==> src/rtl/fetch_stage.sv <==
`default_nettype none
// ============================================================================
// Module      : fetch_stage
// Description : MIPS instruction-fetch stage. Owns the fetch PC, runs the
//               req/ack handshake to instruction memory, keeps a one-entry
//               buffer across stalls and drives the IF/ID pipeline register.
// Revision    : 1.0 - initial release
// ============================================================================
module fetch_stage #(
    parameter logic [31:0] RESET_PC = 32'h0000_0000
) (
    input  logic        clk,
    input  logic        reset,
    input  logic        stallF,
    input  logic        stallD,
    input  logic        PCSrcD,
    input  logic [31:0] PCBranchD,
    output logic        imem_req,
    output logic [31:0] imem_addr,
    input  logic        imem_ack,
    input  logic [31:0] imem_rdata,
    output logic        ImemWaitF,
    output logic [31:0] InstrD,
    output logic [31:0] PCPlus4D,
    output logic        validD
);

    typedef enum logic [1:0] {
        FETCH = 2'd0,
        HOLD  = 2'd1,
        DROP  = 2'd2
    } state_t;

    state_t      r_state;
    logic [31:0] r_pcf;
    logic [31:0] r_req_addr;
    logic [31:0] r_buf;

    logic        w_redirect;
    logic [31:0] w_pcplus4f;
    logic        w_avail;
    logic [31:0] w_instr;

    // A decode redirect only counts when decode itself is not stalled.
    assign w_redirect = PCSrcD & ~stallD;
    assign w_pcplus4f = r_pcf + 32'd4;

    // In FETCH the request address is the live PC (it cannot move without an
    // ack); in DROP the stale captured address must be held until its ack.
    assign imem_addr = (r_state == DROP) ? r_req_addr : r_pcf;
    assign imem_req  = reset & (r_state != HOLD);
    assign ImemWaitF = ((r_state == FETCH) & ~imem_ack) | (r_state == DROP);

    // Select the instruction offered to IF/ID this cycle, if any.
    always_comb begin
        w_avail = 1'b0;
        w_instr = 32'h0;
        case (r_state)
            FETCH: begin
                w_avail = imem_ack;
                w_instr = imem_rdata;
            end
            HOLD: begin
                w_avail = 1'b1;
                w_instr = r_buf;
            end
            default: begin
                w_avail = 1'b0;
                w_instr = 32'h0;
            end
        endcase
    end

    // Fetch state machine: PC, captured request address and holding buffer.
    always_ff @(posedge clk) begin
        if (!reset) begin
            r_state    <= FETCH;
            r_pcf      <= RESET_PC;
            r_req_addr <= RESET_PC;
            r_buf      <= 32'h0;
        end else begin
            case (r_state)
                FETCH: begin
                    r_req_addr <= r_pcf;
                    if (imem_ack) begin
                        if (w_redirect) begin
                            r_pcf <= PCBranchD;
                        end else if (!stallF) begin
                            r_pcf <= w_pcplus4f;
                        end else begin
                            r_buf   <= imem_rdata;
                            r_state <= HOLD;
                        end
                    end else if (w_redirect) begin
                        r_pcf   <= PCBranchD;
                        r_state <= DROP;
                    end
                end
                HOLD: begin
                    if (w_redirect) begin
                        r_pcf   <= PCBranchD;
                        r_state <= FETCH;
                    end else if (!stallF) begin
                        r_pcf   <= w_pcplus4f;
                        r_state <= FETCH;
                    end
                end
                DROP: begin
                    // A newer redirect retargets the PC even on the stale ack.
                    if (w_redirect) begin
                        r_pcf <= PCBranchD;
                    end
                    if (imem_ack) begin
                        r_state <= FETCH;
                    end
                end
                default: begin
                    r_state <= FETCH;
                end
            endcase
        end
    end

    // IF/ID register: flush on redirect, load on a usable instruction,
    // otherwise insert a bubble; frozen entirely while decode stalls.
    always_ff @(posedge clk) begin
        if (!reset) begin
            InstrD   <= 32'h0;
            PCPlus4D <= 32'h0;
            validD   <= 1'b0;
        end else if (!stallD) begin
            if (w_redirect) begin
                InstrD   <= 32'h0;
                PCPlus4D <= 32'h0;
                validD   <= 1'b0;
            end else if (w_avail && !stallF) begin
                InstrD   <= w_instr;
                PCPlus4D <= w_pcplus4f;
                validD   <= 1'b1;
            end else begin
                InstrD   <= 32'h0;
                PCPlus4D <= 32'h0;
                validD   <= 1'b0;
            end
        end
    end

endmodule
`default_nettype wire
==> config.mk <==
export PLATFORM = sky130hd
export DESIGN_NAME = fetch_stage
export DESIGN_NICKNAME = d
export VERILOG_FILES = /design/src/rtl/fetch_stage.sv
export SDC_FILE = /design/constraint.sdc
export NUM_CORES = 1
export LEC_CHECK = 0
export ABC_AREA = 1
export CAP_MARGIN = 15
export CORE_UTILIZATION = 30
export DETAILED_ROUTE_END_ITERATION = 7
export PLACE_DENSITY = 0.61
export SETUP_SLACK_MARGIN = 0.2
export SLEW_MARGIN = 15
export SYNTH_ARGS = -nofsm -noshare
export SYNTH_HDL_FRONTEND = slang
export SYNTH_SLANG_ARGS = --single-unit
==> constraint.sdc <==
create_clock -name clk -period 2.3 [get_ports clk]
set_clock_uncertainty 0.1 [all_clocks]
set_input_delay 0.46 -clock clk [delete_from_list [all_inputs] [get_ports clk]]
set_output_delay 0.46 -clock clk [all_outputs]
set_load 0.02 [all_outputs]
; Word-level counts from Yosys, hierarchy flattened
; Index checks and enable logic that the tools add are counted.
[word_totals]
wordCells = 51
reg_bits = 163
[classes]
n_mux = 22
n_bitwise = 7
n_eq_ne = 8
n_reduce_logical = 6
add_sub_neg = 1
[op_table]
columns = op, n
row1 = $mux 32, 9
row2 = $pmux 32 s3, 1
row3 = $pmux 32 s2, 1
row4 = $add 32x3->32 const B, 1
row5 = $mux 2, 7
row6 = $ne 3x3->1 const B, 4
row7 = $pmux 2 s3, 1
row8 = $reduce_and 5->1, 1
row9 = $reduce_and 4->1, 1
row10 = $and 1x1->1, 3
row11 = $not 1->1, 3
row12 = $reduce_bool 3->1, 1
row13 = $eq 2x1->1 const B, 1
row14 = $eq 2x2->1 const B, 1
row15 = $logic_not 2->1, 1
row16 = $mux 1, 2
row17 = $ne 2x1->1 const B, 1
row18 = $ne 2x2->1 const B, 1
row19 = $pmux 1 s2, 1
row20 = $logic_and 1x1->1, 1
row21 = $logic_not 1->1, 1
row22 = $or 1x1->1, 1

; Logic depth before layout (Yosys ltp)
; Gate-level depths: netlist (run 1).
[depth]
ltp_word = 5
depth_mapped = 11

; Worst setup path after synthesis (run 1)
; OpenSTA, ideal clock, no wires.
[synth_path]
path_type = register to output
start = reg r_state[0]
end = out imem_addr[23]
path_buffers = 2
t_arrival_ns = 1.441
stages_incl_launch_ff = 6
path_slack_ns = 0.299
required_ns = 1.740
cell_sequence = dfxtp_1 -> inv_1 -> ha_1 -> buf_2 -> clkbuf_1 -> o21ai_0
[synth_between]
elab_chain_len = 2
[synth_lines]
columns = item, line
row1 = from (decl), 34  ; state_t r_state;
row2 = from (signal assigned), 77  ; r_state <= FETCH;
row3 = from (signal assigned), 92  ; r_state <= HOLD;
row4 = from (signal assigned), 96  ; r_state <= DROP;
row5 = $eq 2x2->1, 50  ; assign imem_addr = (r_state == DROP) ? r_req_addr : r_pcf;
row6 = $mux 32, 50
row7 = to (decl), 19  ; output logic [31:0] imem_addr,
; No other way between the ends.

; Worst setup path in the final report (run 1)
[layout_path]
start = reg r_state[0]
end = out imem_addr[29]
; The elaborated chain is that of the path after synthesis.

==> results of run 1 <==
-- cells in the final DEF, fill, tap and decap left out, types with 3 or more instances in the layout --
cell / count
o21ai_1: 14
clkbuf_16: 19
inv_2: 5
o221ai_1: 8
nor2_2: 6
buf_16: 3
buf_12: 9
nand2_2: 11
nor3_1: 4
dfxtp_1: 161
o21ai_2: 4
nand3_1: 59
a21oi_1: 172
nor2_1: 58
buf_2: 9
o21ai_0: 157
xor2_1: 5
clkdlybuf4s50_1: 132
buf_4: 45
nand2_1: 287
o21ai_4: 14
o211ai_1: 3
buf_6: 18
inv_1: 85
clkinv_8: 7
-- registers in the layout, indices dropped and copies added (netlist names) --
register,count
PCPlus4D,32
r_req_addr,32
r_buf,32
InstrD,32
validD,1
r_state,2
r_pcf,32
-- layer usage --
| layer | track usage | vias to the layer above | wire length, um | part of all wire |
|---|---|---|---|---|
| li1 | - | 4131 | - | - |
| met2 | 0.331 | 266 | 12600 | 0.48 |
| met3 | 0.0519 | 30 | 1800 | 0.069 |
| met1 | 0.238 | 3729 | 11200 | 0.43 |
| met5 | 0 | - | 0 | 0 |
| met4 | 0.0626 | 0 | 458 | 0.018 |
-- repair_timing --
action,CTS,global route
gates cloned,3,2
setup buffers,3,3
endpoints found under the hold margin,0,0
gates resized for setup,260,33
pin swaps,10,7
endpoints found under the setup margin,96,70
-- final timing paths --
path	from	end	slack, ps	cells after the start
setup reg to reg	r_state[0]	r_pcf[11]	280	11
hold reg to reg	r_buf[0]	r_buf[0]	350	2
hold / removal	r_buf[0]	r_buf[0]	350	2
setup / recovery	r_state[0]	imem_addr[29]	140	6
-- synthesized netlist by cell type --
master / instances / area (um2)
o21ai_1: 3 / 15.0
o21a_1: 2 / 15.0
buf_2: 15 / 75.1
a21oi_2: 1 / 8.76
a31oi_1: 1 / 6.26
and2_1: 1 / 6.26
nor2_1: 58 / 218
o21ai_0: 186 / 931
clkbuf_2: 1 / 5.00
buf_1: 1 / 3.75
nand2_4: 1 / 11.3
o22ai_1: 1 / 6.26
inv_1: 88 / 330
clkinv_2: 1 / 5.00
clkbuf_1: 48 / 180
ha_1: 5 / 62.6
nor2_4: 1 / 11.3
o221ai_1: 8 / 70.1
nand4_1: 1 / 6.26
nor3_1: 4 / 20.0
dfxtp_1: 163 / 3260
nand3_1: 59 / 295
nor4_1: 1 / 6.26
inv_2: 2 / 7.51
xor2_1: 5 / 43.8
nand2_2: 7 / 43.8
a21oi_1: 172 / 861
nor2_2: 6 / 37.5
nand2_1: 291 / 1090
o211ai_1: 3 / 22.5
buf_4: 6 / 45.0
a21boi_0: 1 / 7.51
xnor2_1: 2 / 17.5
-- cell families after synthesis --
group                    after synthesis  synth area share
flip-flops                           163             0.422
buffers and inverters                162            0.0843
adder cells (fa/ha/maj)                5           0.00809
XOR/XNOR                               7           0.00793
AND/OR/NAND/NOR                      430             0.226
AO/OA/AOI/OAI                        378             0.251
-- layout make-up --
class                           count  area [um2]  share of cell area
Timing Repair Buffer              219        2230               0.204
Multi-Input combinational cell    820        4030               0.369
Tap cell                          330         413              0.0379
Clock buffer                       17         425              0.0390
Inverter                           91         344              0.0316
Sequential cell                   163        3270               0.300
Clock inverter                     15         203              0.0186
-- power breakdown --
| part | switching, uW | internal, uW |
|---|---|---|
| sequential | 400 | 3400 |
| combinational | 2950 | 2060 |
| clock | 1440 | 1500 |
| total | 4800 | 6950 |
-- per-stage QoR --
| stage | instance area [um2] | power, uW | worst slack [ps] | TNS [ps] |
|---|---|---|---|---|
| floorplan | 7730 | 6370 | 299 | 0 |
| global placement | 9900 | 8040 | -113 | -536 |
| detailed placement | 9900 | 8110 | -114 | -645 |
| CTS | 10700 | 11500 | 118 | 0 |
| global route | 10900 | 12500 | 86.5 | 0 |
| finish | 10900 | 11800 | 142 | 0 |
-- worst max-delay path: cells and delay by family (launching register included) --
| kind | cells | cell delay [ps] |
|---|---|---|
| AO/OA/AOI/OAI | 1 | 140 |
| adder cells (fa/ha/maj) | 1 | 190 |
| buffers and inverters | 4 | 470 |
| flip-flops | 1 | 340 |
==> flow_summary.toml, run 1 <==
[routing]
wl_um = 26000
detail_route.wl_per_cell_um = 15.7
routed_via_density = 4.93
dr.pass1.iters = 6
drt_iter0_markers = 603
ant_nets = 0
vias = 8156
drc = 0

[pwr]
p_per_area_nw_per_um2 = 1080
p_leak_uw = 0.00394
peakVddDrop_mv = 0.502

[timing]
rsz0062_at_grt = "true"
timing.final.crit_share = 0.938
finalSetupViolCount = 0
slew_viol_final = 0
fmax_ghz = 0.463
period_needed_ps = 2160
hold_violations = 0
tightest_slew_ps = 760
worst_hold_slack_ps = 346
relSlewSlack = 0.493

[global_route]
antenna_found_initial = 0
overflow = 0
grt_pass1_vias = 7713
grt_max_degree = 68
grt_pass1_wl_um = 40500
track_usage = 0.195

[setup_path]
path_max_fanout = 6
critPathArrivalTime_ps = 1600
crit_chain = "inv_2 > ha_4 > buf_12 > buf_16 > o21ai_4 > buf_6"
critPathCaptureType = "output port"
cpMaxStageDelayCell = "dfxtp_2"
worstSetupStartpointType = "register"
max_stage_delay_ps = 340
required_ps = 1740
path_class = "register to output port"

[clocking]
cts_tree = "built"
cts_buffers = 17
cts_sinks = 163
cts_hold_buf = 0
clkTransAtPathRegs_ps = 80
htree_levels = 4
cts-root-buf = "clkbuf_16"
clockBufferDepth = 2
clk_latency_ps = 430

[die]
pin_count = 169
initial_core_util = 0.306
dieArea_um2 = 26400
die_x_um = 163
num_rows = 58
fp.dieH_um = 163
core_area_um2 = 25300

[layout]
n_antenna_cell = 0
final_cells = 1655
final.fill_count = 2607
nets = 1387
syn2layout_area_growth_pct = 41.1
drive_above_1_share = 0.127
utilization = 0.432

[place]
gp_congestion = 0.917
dp.cells = 1612
portBuffers = 168
hpwl_um = 18100

[job]
cap_violations = 0

[run_status]
status = "finished, final reports clean"

[synthesis]
ys_warn_count = 0
synth.distinct_cells = 33
synthCells = 1145
syn_area_per_cell_um2 = 6.75
synth_fp_nets = 1220
synth-seq-cells = 163
synth_area_um2 = 7730
yosysSeqAreaShare = 0.422

[hold_path]
worst_hold_path_type = "register to register"
(Power assumes the default switching activity.)
==> run 2: changes to the inputs <==
- ABC_AREA: 1 -> unset
- TNS_END_PERCENT: unset -> 100
==> run 2 against run 1 <==
  * The flow now finishes with violations (setup timing)
  * Non-clock buffer count is 55 higher
  * Hold slack better by 6.4 ps
  * Cell count is 9.4% lower
  * Combinational power is 73% lower
  * Via count is 7.1% lower
  * Clock power is 3% higher
  * First-iteration DRC count is 25% lower
  * Sequential power is 21% lower
  * Setup slack worse by 150 ps
  * Sequential cell count stayed put
  * Critical path type is now register to register
  * Largest power group is now clock
==> flow_summary.toml, run 2 <==
[global_route]
grt_pass1_vias = 7247
grt_pass1_wl_um = 39700
use_met1 = 0.249
grt.busiest_layer = "met2"
antenna_found_initial = 1
grt_max_degree = 75
grt_util_met3 = 0.0500
use_met2 = 0.308
overflow = 0
track_usage = 0.190

[pwr]
p_per_area_nw_per_um2 = 629
p_leak_uw = 0.00464
peakVddDrop_mv = 0.516

[synthesis]
async_reset_ff_frac = 0
synth_common_cells = "dfxtp_1, nor2_1, nand2_1"
synth-seq-cells = 163
syn_area_per_cell_um2 = 8.27
synth.top_cells.by_area = "dfxtp_1, nor2_1, nand2_1"
synth_area_um2 = 7850
synth_top_area_share = 0.416
synthFlopType = "dfxtp_1"
synthCells = 949
ys_warn_count = 0
synth-edff-count = 0
synth_fp_nets = 1024
yosysSeqAreaShare = 0.416
synth.distinct_cells = 66
yosysMostFrequentCell = "dfxtp_1"
synth.largest_area_cell = "dfxtp_1"

[setup_path]
path_max_fanout = 7
required_ps = 2510
path_class = "register to register"
critPathArrivalTime_ps = 2520
worstSetupStartpointType = "register"
critPathCaptureType = "register"

[routing]
vias = 7573
ant_nets = 0
wl_um = 25200
routed_via_density = 5.05
drt_iter0_markers = 450
drc = 0
detail_route.wl_per_cell_um = 16.8
dr.pass1.iters = 4

[timing]
period_needed_ps = 2310
final.setup.tns_ps = -12.2
timing.final.crit_share = 1.01
hold_violations = 0
worst_hold_slack_ps = 353
relSlewSlack = 0.453
slew_viol_final = 0
timing.final.ws_setup_ps = -12.2
fmax_ghz = 0.432
finalSetupViolCount = 1
rsz0062_at_grt = "true"
tightest_slew_ps = 820

[die]
fp.dieH_um = 164
core_area_um2 = 25400
die_x_um = 164
pin_count = 169
initial_core_util = 0.309
dieArea_um2 = 26800
num_rows = 58

[hold_path]
worst_hold_path_type = "register to register"

[clocking]
clkTransAtPathRegs_ps = 70
cts_tree = "built"
clockBufferDepth = 2
cts_sinks = 163
cts_buffers = 17
clk_latency_ps = 430
cts-root-buf = "clkbuf_16"
htree_levels = 4
cts_hold_buf = 0

[layout]
final_common_cell = "dfxtp_1"
final_cell_mix = "dfxtp_1, nor2_1, clkdlybuf4s50_1, nand2_1, a21oi_1"
final.fill_count = 2447
drive_above_1_share = 0.245
syn2layout_area_growth_pct = 50.0
utilization = 0.464
nets = 1231

[run_status]
status = "finished with violations"
violations = "setup timing"

[place]
gp_congestion = 0.918
hpwl_um = 16900
portBuffers = 168

[job]
cap_violations = 0
run 2: report_power, final:
part / switching [uW] / total [uW] / internal [uW]
Combinational: 686 / 1370 / 682
Clock: 1290 / 3030 / 1740
Sequential: 88.1 / 3010 / 2920
run 2: metrics by stage:
step	std cells	setup slack, ps	power, uW	instance area [um2]
CTS	1492	-28.8	7410	11500
global placement	1439	-208	4180	10200
finish	1500	-12.2	7410	11800
floorplan	949	201	3670	7860
global route	1499	-61.6	7710	11800
detailed placement	1439	-232	4180	10200
run 2: final cells by class:
class | instances | area, um2 | share of cell area
clock inverter | 15 | 196 | 0.0167
timing repair buffer | 274 | 2780 | 0.236
antenna | 1 | 2.50 | 0.000213
sequential | 163 | 3270 | 0.278
multi-input combinational | 689 | 4640 | 0.394
tap | 330 | 413 | 0.0351
inverter | 11 | 43.8 | 0.00372
clock buffer | 17 | 425 | 0.0361
run 2: kinds of logic after synthesis:
group,share of synthesized area
simple gates,0.208
compound gates,0.182
flops,0.416
buf+inv,0.0626
mux,0.0939
xor+xnor,0.0301
fa+ha+maj,0.00797
run 2: per-layer routing:
metal,part of all wire,wire (um)
met2,0.47,11800
met1,0.45,11300
met4,0.017,422
met5,0,0
met3,0.069,1740
run 2: what timing repair did:
action	CTS	global route
pin swaps	39	29
setup endpoints to repair	57	93
cloned	4	0
gates resized for setup	294	68
buffers inserted	17	7
run 2: final timing paths:
| path | cells past startpoint | to | slack [ps] | startpoint |
|---|---|---|---|---|
| max | 11 | r_pcf[23] | -10 | r_state[0] |
| min | 2 | PCPlus4D[24] | 350 | PCPlus4D[24] |
| max reg2reg | 11 | r_pcf[23] | -10 | r_state[0] |
| min reg2reg | 2 | PCPlus4D[24] | 350 | PCPlus4D[24] |
run 2: critical path, cell delays in order (launching register included):
cell,delay (ps)
dfxtp_2,330
inv_2,50
ha_4,190
buf_12,130
buf_16,130
buf_8,130
or3b_4,390
nand2_4,90
buf_12,100
nor3_4,30
buf_6,160
a221o_1,340
